<file path="src/rtl/mem_arbiter_pkg.sv">
// mem_arbiter_pkg: shared encodings for the main-memory port arbiter.
package mem_arbiter_pkg;

    // Arbiter sequencing states
    typedef enum logic [1:0] {
        ST_IDLE  = 2'd0,
        ST_ISSUE = 2'd1,
        ST_WAIT  = 2'd2,
        ST_DONE  = 2'd3
    } arbState_t;

    // Requester indices into the one-hot grant/request vectors
    localparam int NUM_REQ  = 3;
    localparam int REQ_CPU  = 0;
    localparam int REQ_DISK = 1;
    localparam int REQ_SPY  = 2;

    // Pointer value that makes cpu the first choice of the rotating picker
    localparam logic [NUM_REQ-1:0] LAST_WIN_RESET = 3'b100;

    // Watchdog counter width; TIMEOUT must fit in it
    localparam int CNT_W = 8;

    // Read data returned when the memory never answers (sliced to DW)
    localparam logic [63:0] NXM_FILL = '1;

endpackage

</file>
<file path="src/rtl/mem_arb_rr.sv">
// mem_arb_rr: 3-way rotating-priority picker. Priority starts at the
// requester after the last winner (cpu -> disk -> spy -> cpu).
module mem_arb_rr
    import mem_arbiter_pkg::*;
(
    input  logic [NUM_REQ-1:0] req_i,
    input  logic [NUM_REQ-1:0] last_i,
    output logic [NUM_REQ-1:0] grant_o
);

    // Pick the first active request in rotation order after last_i
    always_comb begin
        grant_o = '0;
        case (last_i)
            3'b001: begin
                if      (req_i[REQ_DISK]) grant_o = 3'b010;
                else if (req_i[REQ_SPY])  grant_o = 3'b100;
                else if (req_i[REQ_CPU])  grant_o = 3'b001;
            end
            3'b010: begin
                if      (req_i[REQ_SPY])  grant_o = 3'b100;
                else if (req_i[REQ_CPU])  grant_o = 3'b001;
                else if (req_i[REQ_DISK]) grant_o = 3'b010;
            end
            default: begin
                if      (req_i[REQ_CPU])  grant_o = 3'b001;
                else if (req_i[REQ_DISK]) grant_o = 3'b010;
                else if (req_i[REQ_SPY])  grant_o = 3'b100;
            end
        endcase
    end

endmodule

</file>
<file path="src/rtl/mem_arbiter.sv">
// mem_arbiter: shares the main-memory port between cpu, disk and spy
// requesters, runs one memory cycle per grant and turns a missing memory
// ack into an NXM error completion.
module mem_arbiter
    import mem_arbiter_pkg::*;
#(
    parameter int AW      = 22,
    parameter int DW      = 32,
    parameter int TIMEOUT = 255
) (
    input  logic          clk_i,
    input  logic          reset_i,
    input  logic          cpu_req_i,
    input  logic          cpu_wr_i,
    input  logic [AW-1:0] cpu_addr_i,
    input  logic [DW-1:0] cpu_wdata_i,
    output logic          cpu_ack_o,
    output logic          cpu_err_o,
    input  logic          disk_req_i,
    input  logic          disk_wr_i,
    input  logic [AW-1:0] disk_addr_i,
    input  logic [DW-1:0] disk_wdata_i,
    output logic          disk_ack_o,
    output logic          disk_err_o,
    input  logic          spy_req_i,
    input  logic          spy_wr_i,
    input  logic [AW-1:0] spy_addr_i,
    input  logic [DW-1:0] spy_wdata_i,
    output logic          spy_ack_o,
    output logic          spy_err_o,
    output logic [DW-1:0] rdata_o,
    output logic [2:0]    grant_o,
    output logic          busy_o,
    output logic          mem_req_o,
    output logic          mem_wr_o,
    output logic [AW-1:0] mem_addr_o,
    output logic [DW-1:0] mem_wdata_o,
    input  logic [DW-1:0] mem_rdata_i,
    input  logic          mem_ack_i
);

    localparam logic [CNT_W-1:0] TIMEOUT_LAST = CNT_W'(TIMEOUT - 1);

    arbState_t          state_q,    state_d;
    logic [NUM_REQ-1:0] grant_q,    grant_d;
    logic [NUM_REQ-1:0] lastWin_q,  lastWin_d;
    logic               memReq_q,   memReq_d;
    logic               memWr_q,    memWr_d;
    logic [AW-1:0]      memAddr_q,  memAddr_d;
    logic [DW-1:0]      memWdata_q, memWdata_d;
    logic [DW-1:0]      rdata_q,    rdata_d;
    logic               nxm_q,      nxm_d;
    logic [CNT_W-1:0]   cnt_q,      cnt_d;

    logic [NUM_REQ-1:0] reqVec;
    logic [NUM_REQ-1:0] winner;
    logic               selWr;
    logic [AW-1:0]      selAddr;
    logic [DW-1:0]      selWdata;
    logic               doneCycle;

    assign reqVec[REQ_CPU]  = cpu_req_i;
    assign reqVec[REQ_DISK] = disk_req_i;
    assign reqVec[REQ_SPY]  = spy_req_i;

    mem_arb_rr uRr (
        .req_i   (reqVec),
        .last_i  (lastWin_q),
        .grant_o (winner)
    );

    // Route the winning requester's command fields toward the latches
    always_comb begin
        selWr    = cpu_wr_i;
        selAddr  = cpu_addr_i;
        selWdata = cpu_wdata_i;
        if (winner[REQ_DISK]) begin
            selWr    = disk_wr_i;
            selAddr  = disk_addr_i;
            selWdata = disk_wdata_i;
        end else if (winner[REQ_SPY]) begin
            selWr    = spy_wr_i;
            selAddr  = spy_addr_i;
            selWdata = spy_wdata_i;
        end
    end

    // Next-state logic: arbitrate, issue, wait with watchdog, complete
    always_comb begin
        state_d    = state_q;
        grant_d    = grant_q;
        lastWin_d  = lastWin_q;
        memReq_d   = memReq_q;
        memWr_d    = memWr_q;
        memAddr_d  = memAddr_q;
        memWdata_d = memWdata_q;
        rdata_d    = rdata_q;
        nxm_d      = nxm_q;
        cnt_d      = cnt_q;
        unique case (state_q)
            ST_IDLE: begin
                if (|reqVec) begin
                    grant_d    = winner;
                    memWr_d    = selWr;
                    memAddr_d  = selAddr;
                    memWdata_d = selWdata;
                    state_d    = ST_ISSUE;
                end
            end
            ST_ISSUE: begin
                memReq_d = 1'b1;
                cnt_d    = '0;
                state_d  = ST_WAIT;
            end
            ST_WAIT: begin
                if (mem_ack_i) begin
                    memReq_d = 1'b0;
                    nxm_d    = 1'b0;
                    if (!memWr_q) begin
                        rdata_d = mem_rdata_i;
                    end
                    state_d = ST_DONE;
                end else if (cnt_q == TIMEOUT_LAST) begin
                    memReq_d = 1'b0;
                    nxm_d    = 1'b1;
                    if (!memWr_q) begin
                        rdata_d = NXM_FILL[DW-1:0];
                    end
                    state_d = ST_DONE;
                end else begin
                    cnt_d = cnt_q + CNT_W'(1);
                end
            end
            ST_DONE: begin
                lastWin_d = grant_q;
                grant_d   = '0;
                state_d   = ST_IDLE;
            end
        endcase
    end

    // State and datapath registers; reset drops mem_req immediately
    always_ff @(posedge clk_i or posedge reset_i) begin
        if (reset_i) begin
            state_q    <= ST_IDLE;
            grant_q    <= '0;
            lastWin_q  <= LAST_WIN_RESET;
            memReq_q   <= 1'b0;
            memWr_q    <= 1'b0;
            memAddr_q  <= '0;
            memWdata_q <= '0;
            rdata_q    <= '0;
            nxm_q      <= 1'b0;
            cnt_q      <= '0;
        end else begin
            state_q    <= state_d;
            grant_q    <= grant_d;
            lastWin_q  <= lastWin_d;
            memReq_q   <= memReq_d;
            memWr_q    <= memWr_d;
            memAddr_q  <= memAddr_d;
            memWdata_q <= memWdata_d;
            rdata_q    <= rdata_d;
            nxm_q      <= nxm_d;
            cnt_q      <= cnt_d;
        end
    end

    assign doneCycle   = (state_q == ST_DONE);
    assign cpu_ack_o   = doneCycle & grant_q[REQ_CPU];
    assign disk_ack_o  = doneCycle & grant_q[REQ_DISK];
    assign spy_ack_o   = doneCycle & grant_q[REQ_SPY];
    assign cpu_err_o   = cpu_ack_o & nxm_q;
    assign disk_err_o  = disk_ack_o & nxm_q;
    assign spy_err_o   = spy_ack_o & nxm_q;
    assign rdata_o     = rdata_q;
    assign grant_o     = grant_q;
    assign busy_o      = (state_q != ST_IDLE);
    assign mem_req_o   = memReq_q;
    assign mem_wr_o    = memWr_q;
    assign mem_addr_o  = memAddr_q;
    assign mem_wdata_o = memWdata_q;

endmodule

</file>
<file path="config.mk">
export PLATFORM = sky130hd
export DESIGN_NAME = mem_arbiter
export DESIGN_NICKNAME = d
export VERILOG_FILES = /design/src/rtl/mem_arbiter_pkg.sv /design/src/rtl/mem_arb_rr.sv /design/src/rtl/mem_arbiter.sv
export SDC_FILE = /design/constraint.sdc
export NUM_CORES = 1
export LEC_CHECK = 0
export CELL_PAD_IN_SITES_DETAIL_PLACEMENT = 1
export CELL_PAD_IN_SITES_GLOBAL_PLACEMENT = 1
export CORE_MARGIN = 2
export CORE_UTILIZATION = 25
export DETAILED_ROUTE_END_ITERATION = 10
export GPL_ROUTABILITY_DRIVEN = 1
export HOLD_SLACK_MARGIN = 0.12
export PLACE_DENSITY = 0.74
export SYNTH_ARGS = -nofsm -noshare
export SYNTH_HDL_FRONTEND = slang
export SYNTH_SLANG_ARGS = --single-unit
export TNS_END_PERCENT = 100
</file>
<file path="constraint.sdc">
create_clock -name clk_i -period 7.3 [get_ports clk_i]
set_input_delay 1.46 -clock clk_i [delete_from_list [all_inputs] [get_ports clk_i]]
set_output_delay 1.46 -clock clk_i [all_outputs]
set_load 0.005 [all_outputs]
</file>
* Yosys cells after proc, flatten, opt, wreduce, memory -nomap -nowiden *
Index checks and enable logic that the tools add are counted.

operators by class
  equal/unequal tests = 10
  add/sub/neg operators = 1
  reductions and logical operators = 13
  bitwise gates (word level) = 7
  multiplexer cells = 34

operators with widths
  operator             number
  $mux 32              6
  $mux 22              2
  $mux 3               8
  $mux 8               2
  $pmux 8 s2           1
  $pmux 3 s2           2
  $reduce_and 2->1     5
  $add 8x1->8 const B  1
  $eq 8x8->1 const B   1
  $mux 2               4
  $pmux 2 s4           1
  $reduce_bool 2->1    4
  $mux 1               7
  $and 1x1->1          6
  $ne 2x2->1 const B   3
  $reduce_and 3->1     2
  $eq 2x2->1 const B   2
  $eq 3x1->1 const B   1
  $eq 3x2->1 const B   1
  $ne 3x3->1 const B   1
  $reduce_or 3->1      1
  $eq 2x1->1 const B   1
  $logic_not 2->1      1
  $pmux 1 s2           1
  $not 1->1            1

word-level totals
  output and inout port bits = 98
  register bits after elaboration = 105
  bits of input ports = 203
  word-level logic and storage cells = 75

* Logic depth before layout (Yosys ltp) *
  word-level depth = 6
  gate-level depth with buffers = 8
  mapped depth without buffers = 6

* By module *
Synthesis repeated with hierarchy kept, for this count alone.

second synthesis, totals
  cell total of the unflattened synthesis = 553
  area, all modules = 5297.6 um^2

by module, submodules not included
  module       cells an instance  times used  area an instance (um^2)
  mem_arbiter  541                1           5206.2
  mem_arb_rr   12                 1           91.3

* Worst setup path before layout *
Ideal clock, no wire load.

  path kind = input-to-reg
  from = in spy_req_i
  to = reg memAddr_q[10] (netlist: mem_addr_o[10])
  buffers on the path = 1
  stages on the path = 5
  library setup time = 0.131 ns
  path slack = 4.683 ns
  data arrival time = 2.485 ns
  cell sequence = nor3b_1 > o21a_1 > o21ai_1 > buf_2 > o211ai_1

between the ends
  cells in the longest elaborated chain, start to end = 6
  elaborated cells on any way between the ends = 11
  classes of those cells = mux (9); reduce/logical (2)

ends and longest elaborated chain
  item                    line                source
  start: declaration      mem_arbiter.sv:25   input logic spy_req_i,
  $mux 3                  mem_arb_rr.sv:28    else if (req_i[REQ_SPY]) grant_o = 3'b100;
  $mux 3                  mem_arb_rr.sv:27    else if (req_i[REQ_DISK]) grant_o = 3'b010;
  $mux 3                  mem_arb_rr.sv:26    if (req_i[REQ_CPU]) grant_o = 3'b001;
  $pmux 3 s2              mem_arb_rr.sv:14    case (last_i)
  $mux 22                 mem_arbiter.sv:81   end else if (winner[REQ_SPY]) begin
  $mux 22                 mem_arbiter.sv:77   if (winner[REQ_DISK]) begin
  end signal: assignment  mem_arbiter.sv:161  memAddr_q <= memAddr_d;
  end: declaration        mem_arbiter.sv:49   logic [AW-1:0] memAddr_q, memAddr_d;

Parallel ways exist; a longest one is shown, timed or not.
A chain may end at the register's enable or synchronous reset.

* Worst setup path in the final report *
  from = reg state_q[1]
  to = out spy_err_o

between the ends
  cells in the longest elaborated chain, start to end = 3

ends and longest elaborated chain
  item                      line                source
  start: declaration        mem_arbiter.sv:44   arbState_t state_q, state_d;
  start signal: assignment  mem_arbiter.sv:156  state_q <= state_d;
  $eq 2x2->1                mem_arbiter.sv:169  assign doneCycle = (state_q == ST_DONE);
  $and 1x1->1               mem_arbiter.sv:172  assign spy_ack_o = doneCycle & grant_q[REQ_SPY];
  $and 1x1->1               mem_arbiter.sv:175  assign spy_err_o = spy_ack_o & nxm_q;
  end: declaration          mem_arbiter.sv:30   output logic spy_err_o,

Every way passes these cells.

==> metrics.csv <==
metric,value,unit
WS Path Type,reg2out,
total gr overflow,0,
Syn Nets,739,
Final setup viols,0,
WL final,19.8,mm
wire length per cell,18.2,um
core area,21800,um2
Die ar.,23500,um2
"Power, Total",2.98,mW
GRT Total Usage,0.167,
Worst path max stage delay,0.53,ns
vias in the first global route,5573,
Synth area leaders,"dfrtp_1 (47%), mux2i_1 (9.9%), o211ai_1 (7.6%), nand4_1 (6.5%), mux2_2 (5.5%)",
status,"finished, final reports clean",
drt first-iter violations,239,
Hold/Removal Path Class,reg2reg,
H-Tree Depth,3,
Fin. Hold Viols,0,
die height,153,um
yosys warns,0,
Power per Cell Area,327,nW/um2
Resize count post-CTS,0,
RSZ-0062 raised after global routing,false,
Clock transition at path regs,0.07,ns
Worst slew margin,0.369,
row cnt,54,
initial core utilization,0.255,
number of max-cap violations,0,
cell-internal power,1.90,mW
root buf cell,clkbuf_16,
Final #Nets,1017,
Worst Path Arrival,2.05,ns
Syn Area/Cell,10.5,um2
clk sinks,105,
Slowest cell on crit path,ha_1,
Placer Congestion,0.745,
Port-buffer cells,300,
Clock Tree Buf Depth,2,
Synth Register Bits,105,
"area leader, netlist",dfrtp_1,
via-per-instance ratio,4.85,
"Seq/Total Area, Yosys",0.473,
area grow syn2layout,63.7,%
"Primary FF master, synth",dfrtp_1,
kind of end point of the critical path,output port,
Max Fanout on Critical Path,14,
CTS tree,built,
via count,5301,
die width,153,um
ANT nets after route,0,
mapped cell area,5560,um2
initial antenna violation count,1,
Final period util,0.481,
NetSw,1.07,mW
register-to-register setup slack,5.00,ns
Yosys top cell area share,0.468,
Top-Level Pins,301,
worst-skew pair later-pin latency,0.35,ns
Mapped Cells,529,
TNS Setup,0,ns
Slew @ Worst Pin,0.947,ns
Post-synth EDFFs,0,
DR DRC count,0,
ANT cells,0,
Synth top cells by count,"dfrtp_1 (104), nand2_1 (63), nand4_1 (58)",
Final Skew,0.0103,ns
DRT met1 WL,8.25,mm
# hold bufs at CTS,0,
Clk network pwr share,0.160,
Max Clk Rate,0.285,GHz
Period minus WS final,3.51,ns
share of post-route cells with drive strength above 1,0.0764,
met3 routed WL,1.45,mm
Switching Share,0.360,
CP Launch Type,register,
largest net degree at the start of global routing,67,
Cell variety after synth,38,
power share of the combinational group,0.506,
"Slew Viols, Final",0,
"FFs w/ async S/R, synth",1.00,
P_leak,3.69,nW
most common cell in the netlist,dfrtp_1,
critical path required time,5.84,ns
Routed met2 length,9.71,mm
HPWL Detailed,14.4,mm
TritonRoute pass-1 iters,4,
postcts setup bufs,0,
first-pass GRT wire length,31.1,mm
critical-path cell list,ha_1 -> and3_1 -> clkdlybuf4s50_1,
sequential share of power,0.334,
Peak VDD IR,0.174,mV
total CTS buffers,9,
highest routing layer actually used,met5,
==> metal layers <==
metal  vias up  global-route usage
met1      2551               0.206
met2       210               0.283
met5         -                   0
li1       2510                   -
met3        28              0.0451
met4         2              0.0547
==> cells in the final DEF (no fill, tap or decap), types with 5 or more instances in the layout <==
master and count:
mux2_2 27, clkdlybuf4s50_1 300, inv_1 6, and2_1 5, dfrtp_1 104, mux2i_1 55, clkinvlp_4 6, nand4_1 58
nand2_1 63, o21ai_0 13, nand3_1 5, clkbuf_16 9, o211ai_1 56, buf_4 9, mux2_1 9, ha_1 7
nand2b_1 36
==> cells by family after synthesis <==
kind of cell	count (synthesis)	synth area share
fa+ha+maj	7	0.0157
simple gates	186	0.181
mux	91	0.172
flops	105	0.473
buf+inv	49	0.0421
compound gates	91	0.116
==> power by group through the flow <==
stage	Sequential [mW]	Clock, mW	Combinational, mW
final	0.995	0.476	1.50
after global placement	0.996	0	1.51
after floorplan	1.01	0	0.678
after global routing	1.04	0.515	1.64
after detailed placement	1.01	0	1.54
after CTS	1.00	0.495	1.54
==> sequential cells by signal, summed over array words and instances (netlist names) <==
signal,flops
mem_req_o,1
mem_addr_o,22
rdata_o,32
cnt_q,8
lastWin_q,3
nxm_q,1
mem_wdata_o,32
state_q,2
grant_o,3
mem_wr_o,1
==> per-stage QoR <==
step | hold slack [ns] | utilization | instance area (um2) | instances | setup WS [ns]
floorplan | 0.483 | - | 5560 | 529 | 3.08
global placement | 0.467 | 0.404 | 8820 | 1076 | 3.43
detailed placement | 0.479 | 0.404 | 8820 | 1076 | 3.37
CTS | 0.497 | 0.417 | 9110 | 1092 | 3.71
global route | 0.517 | 0.417 | 9110 | 1092 | 3.62
finish | 0.493 | 0.417 | 9110 | 1092 | 3.79
==> final timing paths <==
kind	startpoint	end	cells after the start
min in group asynchronous	reset_i	rdata_o[10]	2
max in group asynchronous	reset_i	lastWin_q[2]	3
min	rdata_o[6]	rdata_o[6]	1
max	state_q[1]	spy_err_o	3
max reg2reg	lastWin_q[2]	mem_wdata_o[9]	5
min reg2reg	rdata_o[6]	rdata_o[6]	1
==> critical path, delay by kind of cell (launching register included) <==
family / cells / cell delay, ns
buffers and inverters: 1 / 0.53
DFF: 1 / 0.40
and+or+nand+nor: 1 / 0.24
adders and majority gates: 1 / 0.53
==> layout make-up <==
class	count	area [um2]
fill	2444	12700
timing repair buffer	309	3070
multi-input combinational	375	2750
sequential	105	2630
tap	280	350
clock buffer	9	225
clock inverter	7	56.3
inverter	7	28.8
No activity file was read; power rests on OpenSTA's default activity.
